[config.mk]
export PLATFORM = sky130hd
export DESIGN_NAME = hps_spi_slave_flat
export DESIGN_NICKNAME = d
export VERILOG_FILES = /design/src/rtl/hps_spi_pkg.sv /design/src/rtl/hps_spi_slave_if.sv /design/src/rtl/spi_pin_sync.sv /design/src/rtl/hps_spi_slave.sv /design/src/flat_wrapper.sv
export SDC_FILE = /design/constraint.sdc
export NUM_CORES = 1
export LEC_CHECK = 0
export CAP_MARGIN = 0
export CORE_AREA = 2 2 69 71
export CTS_BUF_LIST = sky130_fd_sc_hd__clkbuf_8
export DETAILED_ROUTE_END_ITERATION = 6
export DIE_AREA = 0 0 71 73
export PLACE_DENSITY = 0.86
export SLEW_MARGIN = 20
export SYNTH_ARGS = -nofsm -noshare
export SYNTH_HDL_FRONTEND = slang
export SYNTH_SLANG_ARGS = --single-unit
[constraint.sdc]
create_clock -name CLK -period 2.38 [get_ports CLK]
set_clock_uncertainty 0.05 [all_clocks]
set_input_delay 0.714 -clock CLK [delete_from_list [all_inputs] [get_ports CLK]]
set_output_delay 0.714 -clock CLK [all_outputs]
set_load 0.01 [all_outputs]
[src/rtl/hps_spi_pkg.sv]
// Shared definitions for the HPS SPI slave register bridge: the state
// encoding, command byte layout and bus widths.
package hps_spi_pkg;

    localparam int ADDR_W     = 7;
    localparam int DATA_W     = 8;
    localparam int CMD_RW_BIT = 7;

    typedef enum logic [1:0] {
        IDLE = 2'd0,
        CMD  = 2'd1,
        DATA = 2'd2,
        HOLD = 2'd3
    } state_t;

endpackage

[src/rtl/hps_spi_slave_if.sv]
// Single-cycle register bus between the SPI slave (master side of the bus)
// and the fabric register file (slave side).
interface hps_spi_slave_if #(
    parameter int ADDR_W = hps_spi_pkg::ADDR_W,
    parameter int DATA_W = hps_spi_pkg::DATA_W
) ();

    logic [ADDR_W-1:0] REG_ADDR;
    logic [DATA_W-1:0] REG_WDATA;
    logic              REG_WE;
    logic              REG_RE;
    logic [DATA_W-1:0] REG_RDATA;

    modport master (
        output REG_ADDR,
        output REG_WDATA,
        output REG_WE,
        output REG_RE,
        input  REG_RDATA
    );

    modport slave (
        input  REG_ADDR,
        input  REG_WDATA,
        input  REG_WE,
        input  REG_RE,
        output REG_RDATA
    );

endinterface

[src/rtl/spi_pin_sync.sv]
// N-flop synchroniser for one SPI pin, followed by one extra stage used for
// edge detection. The level output is that extra stage, so level, rise and
// fall all change on the same CLK edge.
module spi_pin_sync #(
    parameter int   N    = 2,
    parameter logic INIT = 1'b0
) (
    input  logic clk,
    input  logic rst_n,
    input  logic din,
    output logic level,
    output logic rise,
    output logic fall
);

    logic [N-1:0] stage_in;
    logic [N-1:0] sync_reg;
    logic         prev_reg;
    logic         rise_reg;
    logic         fall_reg;

    generate
        for (genvar gi = 0; gi < N; gi++) begin : g_stage
            if (gi == 0) begin : g_first
                assign stage_in[gi] = din;
            end else begin : g_next
                assign stage_in[gi] = sync_reg[gi-1];
            end
        end
    endgenerate

    // Synchroniser chain plus the registered edge detector.
    always_ff @(posedge clk or negedge rst_n) begin
        if (!rst_n) begin
            sync_reg <= {N{INIT}};
            prev_reg <= INIT;
            rise_reg <= 1'b0;
            fall_reg <= 1'b0;
        end else begin
            sync_reg <= stage_in;
            prev_reg <= sync_reg[N-1];
            rise_reg <= sync_reg[N-1] & ~prev_reg;
            fall_reg <= ~sync_reg[N-1] & prev_reg;
        end
    end

    assign level = prev_reg;
    assign rise  = rise_reg;
    assign fall  = fall_reg;

endmodule

[src/rtl/hps_spi_slave.sv]
// SPI mode-0 slave that turns a command/address byte plus data bytes into
// single-cycle register bus accesses. Everything runs on CLK; the SPI pins
// are oversampled.
module hps_spi_slave #(
    parameter int SYNC_STAGES = 2,
    parameter int ADDR_W      = hps_spi_pkg::ADDR_W,
    parameter int DATA_W      = hps_spi_pkg::DATA_W
) (
    input  logic            CLK,
    input  logic            RESET_N,
    input  logic            SPIM_CLK,
    input  logic            SPIM_MOSI,
    input  logic            SPIM_SS,
    output logic            SPIM_MISO,
    output logic            FRAME_ERR,
    hps_spi_slave_if.master bus
);

    import hps_spi_pkg::*;

    localparam int                CNT_W = $clog2(DATA_W);
    localparam logic [CNT_W-1:0]  LAST  = CNT_W'(DATA_W - 1);

    logic sck_level_unused, sck_rise, sck_fall;
    logic mosi_level, mosi_rise_unused, mosi_fall_unused;
    logic ss_level, ss_rise_unused, ss_fall_unused;

    // SS resets to "selected" so that a frame already running at reset
    // release is parked in HOLD instead of being decoded from the middle.
    spi_pin_sync #(.N(SYNC_STAGES), .INIT(1'b0)) u_sck_sync (
        .clk(CLK), .rst_n(RESET_N), .din(SPIM_CLK),
        .level(sck_level_unused), .rise(sck_rise), .fall(sck_fall)
    );

    spi_pin_sync #(.N(SYNC_STAGES), .INIT(1'b0)) u_mosi_sync (
        .clk(CLK), .rst_n(RESET_N), .din(SPIM_MOSI),
        .level(mosi_level), .rise(mosi_rise_unused), .fall(mosi_fall_unused)
    );

    spi_pin_sync #(.N(SYNC_STAGES), .INIT(1'b0)) u_ss_sync (
        .clk(CLK), .rst_n(RESET_N), .din(SPIM_SS),
        .level(ss_level), .rise(ss_rise_unused), .fall(ss_fall_unused)
    );

    state_t              state_reg;
    logic                armed_reg;
    logic [CNT_W-1:0]    bit_cnt_reg;
    logic [DATA_W-2:0]   shift_in_reg;
    logic                rw_reg;
    logic [ADDR_W-1:0]   addr_reg;
    logic [DATA_W-1:0]   wdata_reg;
    logic                we_reg;
    logic                re_reg;
    logic                re_d_reg;
    logic                frame_err_reg;
    logic [DATA_W-1:0]   miso_shift_reg;
    logic                miso_reg;

    logic [DATA_W-1:0]   byte_in;
    logic [CNT_W-1:0]    cnt_after;
    logic                byte_done;

    // Byte as it stands including the bit sampled on this SCK rise; the
    // counter value after this cycle decides whether SS release is clean.
    assign byte_in   = {shift_in_reg, mosi_level};
    assign cnt_after = sck_rise ? bit_cnt_reg + CNT_W'(1) : bit_cnt_reg;
    assign byte_done = sck_rise && (bit_cnt_reg == LAST);

    // Frame FSM, register bus strobes and MISO shifter.
    always_ff @(posedge CLK or negedge RESET_N) begin
        if (!RESET_N) begin
            state_reg      <= IDLE;
            armed_reg      <= 1'b0;
            bit_cnt_reg    <= '0;
            shift_in_reg   <= '0;
            rw_reg         <= 1'b0;
            addr_reg       <= '0;
            wdata_reg      <= '0;
            we_reg         <= 1'b0;
            re_reg         <= 1'b0;
            re_d_reg       <= 1'b0;
            frame_err_reg  <= 1'b0;
            miso_shift_reg <= '0;
            miso_reg       <= 1'b0;
        end else begin
            we_reg        <= 1'b0;
            re_reg        <= 1'b0;
            frame_err_reg <= 1'b0;
            re_d_reg      <= re_reg;

            // A write is presented at its own address; step afterwards.
            if (we_reg) begin
                addr_reg <= addr_reg + ADDR_W'(1);
            end

            case (state_reg)
                IDLE: begin
                    miso_reg    <= 1'b0;
                    bit_cnt_reg <= '0;
                    if (ss_level) begin
                        armed_reg <= 1'b1;
                    end else if (armed_reg) begin
                        state_reg <= CMD;
                    end else begin
                        state_reg <= HOLD;
                    end
                end
                HOLD: begin
                    miso_reg    <= 1'b0;
                    bit_cnt_reg <= '0;
                    if (ss_level) begin
                        armed_reg <= 1'b1;
                        state_reg <= IDLE;
                    end
                end
                CMD: begin
                    miso_reg <= 1'b0;
                    if (sck_rise) begin
                        shift_in_reg <= byte_in[DATA_W-2:0];
                        bit_cnt_reg  <= cnt_after;
                        if (byte_done) begin
                            addr_reg  <= byte_in[ADDR_W-1:0];
                            rw_reg    <= byte_in[CMD_RW_BIT];
                            re_reg    <= byte_in[CMD_RW_BIT];
                            state_reg <= DATA;
                        end
                    end
                end
                DATA: begin
                    if (sck_rise) begin
                        shift_in_reg <= byte_in[DATA_W-2:0];
                        bit_cnt_reg  <= cnt_after;
                        if (byte_done) begin
                            if (rw_reg) begin
                                addr_reg <= addr_reg + ADDR_W'(1);
                                re_reg   <= 1'b1;
                            end else begin
                                wdata_reg <= byte_in;
                                we_reg    <= 1'b1;
                            end
                        end
                    end
                    if (sck_fall) begin
                        if (rw_reg) begin
                            miso_reg       <= miso_shift_reg[DATA_W-1];
                            miso_shift_reg <= {miso_shift_reg[DATA_W-2:0], 1'b0};
                        end else begin
                            miso_reg <= 1'b0;
                        end
                    end
                end
                default: state_reg <= IDLE;
            endcase

            // Read data arrives one CLK after the strobe and is loaded ahead
            // of the next SCK fall.
            if (re_d_reg) begin
                miso_shift_reg <= bus.REG_RDATA;
            end

            // SS release ends the frame; a partially shifted byte is dropped.
            if ((state_reg == CMD || state_reg == DATA) && ss_level) begin
                state_reg   <= IDLE;
                miso_reg    <= 1'b0;
                bit_cnt_reg <= '0;
                if (cnt_after != '0) begin
                    frame_err_reg <= 1'b1;
                end
            end
        end
    end

    assign bus.REG_ADDR  = addr_reg;
    assign bus.REG_WDATA = wdata_reg;
    assign bus.REG_WE    = we_reg;
    assign bus.REG_RE    = re_reg;
    assign SPIM_MISO     = miso_reg;
    assign FRAME_ERR     = frame_err_reg;

endmodule
[src/flat_wrapper.sv]
// flat-port wrapper written by rule: the top's interface ports become plain ports
module hps_spi_slave_flat import hps_spi_pkg::*;
#(
    parameter int SYNC_STAGES = 2,
    parameter int ADDR_W      = hps_spi_pkg::ADDR_W,
    parameter int DATA_W      = hps_spi_pkg::DATA_W
)
  (CLK, RESET_N, SPIM_CLK, SPIM_MOSI, SPIM_SS, SPIM_MISO, FRAME_ERR, bus_REG_ADDR, bus_REG_WDATA, bus_REG_WE, bus_REG_RE, bus_REG_RDATA);
  hps_spi_slave_if #(.ADDR_W(ADDR_W), .DATA_W(DATA_W)) bus_i ();
  input  logic CLK;
  input  logic RESET_N;
  input  logic SPIM_CLK;
  input  logic SPIM_MOSI;
  input  logic SPIM_SS;
  output logic SPIM_MISO;
  output logic FRAME_ERR;
  output wire logic [$bits(bus_i.REG_ADDR)-1:0] bus_REG_ADDR;
  output wire logic [$bits(bus_i.REG_WDATA)-1:0] bus_REG_WDATA;
  output wire logic [$bits(bus_i.REG_WE)-1:0] bus_REG_WE;
  output wire logic [$bits(bus_i.REG_RE)-1:0] bus_REG_RE;
  input wire logic [$bits(bus_i.REG_RDATA)-1:0] bus_REG_RDATA;
  assign bus_REG_ADDR = bus_i.REG_ADDR;
  assign bus_REG_WDATA = bus_i.REG_WDATA;
  assign bus_REG_WE = bus_i.REG_WE;
  assign bus_REG_RE = bus_i.REG_RE;
  assign bus_i.REG_RDATA = bus_REG_RDATA;
  hps_spi_slave #(.SYNC_STAGES(SYNC_STAGES), .ADDR_W(ADDR_W), .DATA_W(DATA_W)) u_core (.CLK(CLK), .RESET_N(RESET_N), .SPIM_CLK(SPIM_CLK), .SPIM_MOSI(SPIM_MOSI), .SPIM_SS(SPIM_SS), .SPIM_MISO(SPIM_MISO), .FRAME_ERR(FRAME_ERR), .bus(bus_i));
endmodule
-- Word level (Yosys, flattened, before mapping)
Index checks and enable logic that the tools add are counted.
W data, S select, Z words.
- add/subtract/negate cells: 2
- equal/unequal tests: 10
- multiplexer cells: 38
- bitwise gates (word level): 5
- reduce and logical (&&, ||, !) cells: 18
- operator list (kind ; count):
    $mux W7 ; 6
    $mux W8 ; 4
    $mux W1 ; 14
    $pmux W7 S2 ; 1
    $mux W2 ; 6
    $mux W3 ; 3
    $ne A3 B2 Y1 const B ; 3
    $add A7 B1 Y7 const B ; 1
    $ne A3 B3 Y1 const B ; 2
    $pmux W2 S3 ; 1
    $pmux W3 S2 ; 1
    $reduce_and A3 Y1 ; 2
    $reduce_bool A2 Y1 ; 3
    $reduce_and A5 Y1 ; 1
    $eq A2 B2 Y1 const B ; 2
    $pmux W1 S2 ; 2
    $reduce_and A2 Y1 ; 2
    $reduce_and A4 Y1 ; 1
    $reduce_bool A4 Y1 ; 1
    $reduce_or A2 Y1 ; 2
    $add A3 B1 Y3 const B ; 1
    $eq A3 B3 Y1 const B ; 1
    $ne A3 B1 Y1 const B ; 1
    $not A1 Y1 ; 3
    7 further kinds ; 9
- bits in registers: 53
- input bits: 13
- output and inout port bits: 19
- logic and storage cells: 94

-- Depth between registers and ports, before layout
- depth in word-level cells: 6
- gate-level depth with buffers: 7
- depth with buffers taken out: 6

-- Modules after synthesis
From an unflattened synthesis, not the netlist that was laid out.
- cells, all modules: 204
- area, all modules: 2522.4 um2
- modules (own cells, without submodules) (module ; instances ; cells an instance ; area an instance (um2) ; seq. area each (um2)):
    hps_spi_slave ; 1 ; 183 ; 2102.0 ; 1051.0
    spi_pin_sync ; 3 ; 7 ; 140.1 ; 125.1

-- Worst setup path after synthesis
Ideal clock, no wire load.
- path kind: register to register
- start point: register u_core.bit_cnt_reg[0]
- end point: register u_core.wdata_reg[0] (netlist: u_core.bus.REG_WDATA[0])
- setup time: 0.125 ns
- arrival time: 1.635 ns
- data required time: 2.205 ns
- setup slack: 0.570 ns
- stages on the path, launching flop included: 7
- path buffers: 1
- period minus slack after synthesis: 1.810 ns
- cell sequence: dfrtp_1 -> ha_1 -> ha_1 -> and2_1 -> clkbuf_2 -> nand3b_2 -> mux2_2
- cells in the longest elaborated chain, start to end: 3
- RTL lines (what ; RTL line ; text):
    start, declared ; hps_spi_slave.sv:47 ; logic [CNT_W-1:0] bit_cnt_reg;
    start signal, assigned ; hps_spi_slave.sv:120 ; bit_cnt_reg <= cnt_after;
    start signal, assigned ; hps_spi_slave.sv:132 ; bit_cnt_reg <= cnt_after;
    $eq A3 B3 Y1 ; hps_spi_slave.sv:67 ; assign byte_done = sck_rise && (bit_cnt_reg == LAST);
    $logic_and A1 B1 Y1 ; hps_spi_slave.sv:67 ;
    $reduce_and A4 Y1 (no source line) ; -- ;
    end signal, assigned ; hps_spi_slave.sv:138 ; wdata_reg <= byte_in;
    end, declared ; hps_spi_slave.sv:51 ; logic [DATA_W-1:0] wdata_reg;
No other way between the ends.
A chain may end at the register's enable or synchronous reset.

-- Final worst setup path
- start point: register u_core.we_reg (netlist: u_core.bus.REG_WE)
- end point: output port bus_REG_WE
- RTL lines (what ; RTL line ; text):
    start, declared ; hps_spi_slave.sv:52 ; logic we_reg;
    start signal, assigned ; hps_spi_slave.sv:79 ; we_reg <= 1'b0;
    start signal, assigned ; hps_spi_slave.sv:86 ; we_reg <= 1'b0;
    start signal, assigned ; hps_spi_slave.sv:139 ; we_reg <= 1'b1;
    end, declared ; flat_wrapper.sv:19 ; output wire logic [$bits(bus_i.REG_WE)-1:0] bus_REG_WE;
No word-level cell between the ends.

==> metrics <==
TritonCTS buffer count 5; HP Class in -> async; Cell Pwr Density slightly below 800 mW/mm^2; crit-path max FO 9; worst path arrival time about 1.5 ns; Crit Reg-Reg Endpoint u_core.bus.REG_ADDR[5]; RSZ-0062 raised after global routing false; worst r2r path cells 6; number of buffers added on ports 31; largest net degree at the start of global routing 21; # IOs 32; Post-synth EDFFs 0; Clock Tree Root clkbuf_8; Die H approximately 73 um; Nets about 260; crit path time final ~2.2 ns; share of cells above drive strength 1 12.7%; CP max-delay cell clkdlybuf4s50_1; area of the multi-input gates between 0.001 and 0.0015 sq mm; fin worst setup slack ~0.17 ns; Post-DRT Antenna Nets 0; 1st-iter DRT viols about 120; GPL Wtd Cong approximately 0.95; Worst Max-Slew Pin Slew 0.463 ns; Synth cell types 39; Seq cells post-synth between 50 and 60; cell count after synthesis 205; initial antenna violation count 0; Clock transition at path regs approximately 0.090 ns; Hold Buf Count CTS 0; Async SR Flop Fraction 100%; Post-Layout Cell Count 290; GRT Util Overall a little under a fifth; Post-CTS Setup Inserts 0; clk buf depth 2; Initial DRT Pass Iterations 4; ratio of final minimum period to clock period between 90% and 100%; H-Tree Depth 2; Overflow after GRT 0; Levels on crit path 1; syn_nets approximately 230; crit path buf inv count 1; cts repair resizes 0; clk sinks 53; kind of cell adding the most delay to the critical path buffers and inverters; area grow syn2layout 17.1%; dpl ws around 0.46 ns; final setup vio count 0; Critical Path Start Type register; WL per Instance ~15 um; final hold vios 0; TritonCTS clock tree done; total power around 0.0022 W; post-synthesis sequential area ratio 54.6%; worst path required time 1.62 ns; slowest stage delay, CP roughly 0.61 ns; Inst Count DP around 280; Hold Slack 0.299 ns; Worst-Skew Late Latency ~0.30 ns; routed via count approximately 1600; status complete, no violations; peak supply drop between 0.4 and 0.5 mV; Worst setup EP type output port; Cell Rows 25; Netlist Area Pre-Place approximately 0.0024 sq mm; vias in the first global route approximately 1600; CP startpoint u_core.bus.REG_WE; Vias per Instance 5.65; FF+latch area 0.00133 sq mm; Pleak approximately 1.3 nW; Synth warnings 0; Worst Path Class, Setup reg -> out; Setup TNS Final 0 ns; Critical Path End bus_REG_WE; full die area between 0.005 and 0.006 sq mm; first-pass GRT wire length 7.66 mm; drt drc 0; Worst R2R Setup Slack 0.43 ns; ys flop type dfrtp_1; diode count 0; Starting Density 53.6%; cell breakdown of the critical path clkdlybuf4s50_1; core area 0.00454 sq mm; average size of a mapped cell ~12 sq um; Fmax ~0.45 GHz; HPWL Detailed between 3 and 4 mm; Max-cap violations 0; Reg2Reg Launch Point u_core.state_reg[0]; # fillers about 370; final wirelength roughly 4.3 mm; Max Transition Viols Final 0; Chip Width around 70 um; relative slew slack 69.1%
## layout make-up
class | count | area share [%]
Sequential cell | 53 | 46.6
Multi-Input combinational cell | 137 | 35.3
Timing Repair Buffer | 33 | 11.3
Clock buffer | 5 | 2.42
Tap cell | 54 | 2.37
Clock inverter | 2 | 1.23
Inverter | 6 | 0.791
## worst min-delay path by stage
stage,cells after the start,end
after detailed placement,0,u_core.u_ss_sync.level
after CTS,0,u_core.u_ss_sync.level
final,1,u_core.state_reg[0]
after floorplan,0,u_core.u_mosi_sync.level
after global placement,0,u_core.u_ss_sync.sync_reg[1]
after global routing,0,u_core.u_ss_sync.sync_reg[1]
## Yosys cell counts, types with 2 or more instances
cell | instances | area [sq um]
o21ai_0 | 11 | 55.1
nand4_1 | 3 | 18.8
xor2_1 | 8 | 70.1
a31oi_1 | 2 | 12.5
a21oi_1 | 6 | 30.0
nand3_1 | 6 | 30.0
and3_1 | 3 | 18.8
xnor2_1 | 4 | 35.0
ha_1 | 7 | 87.6
nor2b_1 | 4 | 25.0
nor2_1 | 8 | 30.0
inv_1 | 6 | 22.5
clkbuf_2 | 2 | 10.0
nand2_1 | 22 | 82.6
mux2_2 | 16 | 180
mux2i_1 | 14 | 140
dfrtp_1 | 53 | 1330
buf_6 | 5 | 56.3
o221ai_1 | 5 | 43.8
## routing by layer
metal  wire length, um  vias up  global-route usage (%)
li1                  -      785                       -
met1              1990      802                    26.6
met2              2070       46                    29.9
met3               226        5                    3.59
met4                66        0                    6.71
met5                 0        -                       0
## power breakdown
| group | switching, W | internal, W | leakage (nW) | total (W) |
|---|---|---|---|---|
| Combinational | 0.000319 | 0.000209 | 0.583 | 0.000527 |
| Clock | 0.000271 | 0.000306 | 0.0540 | 0.000577 |
| Sequential | 0.0000911 | 0.000993 | 0.656 | 0.00108 |
| Total | 0.000681 | 0.00151 | 1.29 | 0.00219 |
## per-stage QoR
stage          instance area (sq um)  utilization (%)
2_1_floorplan                   2430                -
3_3_place_gp                    2740             60.5
3_5_place_dp                    2740             60.5
4_1_cts                         2850             62.8
5_1_grt                         2850             62.8
6_report                        2850             62.8
## cells in the final DEF (no fill, tap or decap), types with 2 or more instances in the layout
master,count
clkbuf_8,5
nand3_1,6
o221ai_1,5
nor2b_1,4
clkdlybuf4s50_1,30
inv_1,6
nor2_1,8
and3_1,3
xor2_1,8
nand4_1,3
a21oi_1,6
mux2_2,16
ha_1,7
dfrtp_1,53
o21ai_0,11
a31oi_1,2
xnor2_1,4
buf_4,2
nand2_1,22
mux2i_1,14
## logic make-up (layout without fill, tap and decap cells)
group	count (synthesis)	after routing	share of synthesized area [%]
AOI/OAI and AO/OA	32	32	8.55
adders and majority gates	7	7	3.60
xor gates and xnor gates	12	12	4.33
DFF	53	53	54.6
and+or+nand+nor	56	56	11.7
buffers and inverters	15	46	4.02
muxes	30	30	13.2
No activity file was read; power rests on OpenSTA's default activity.
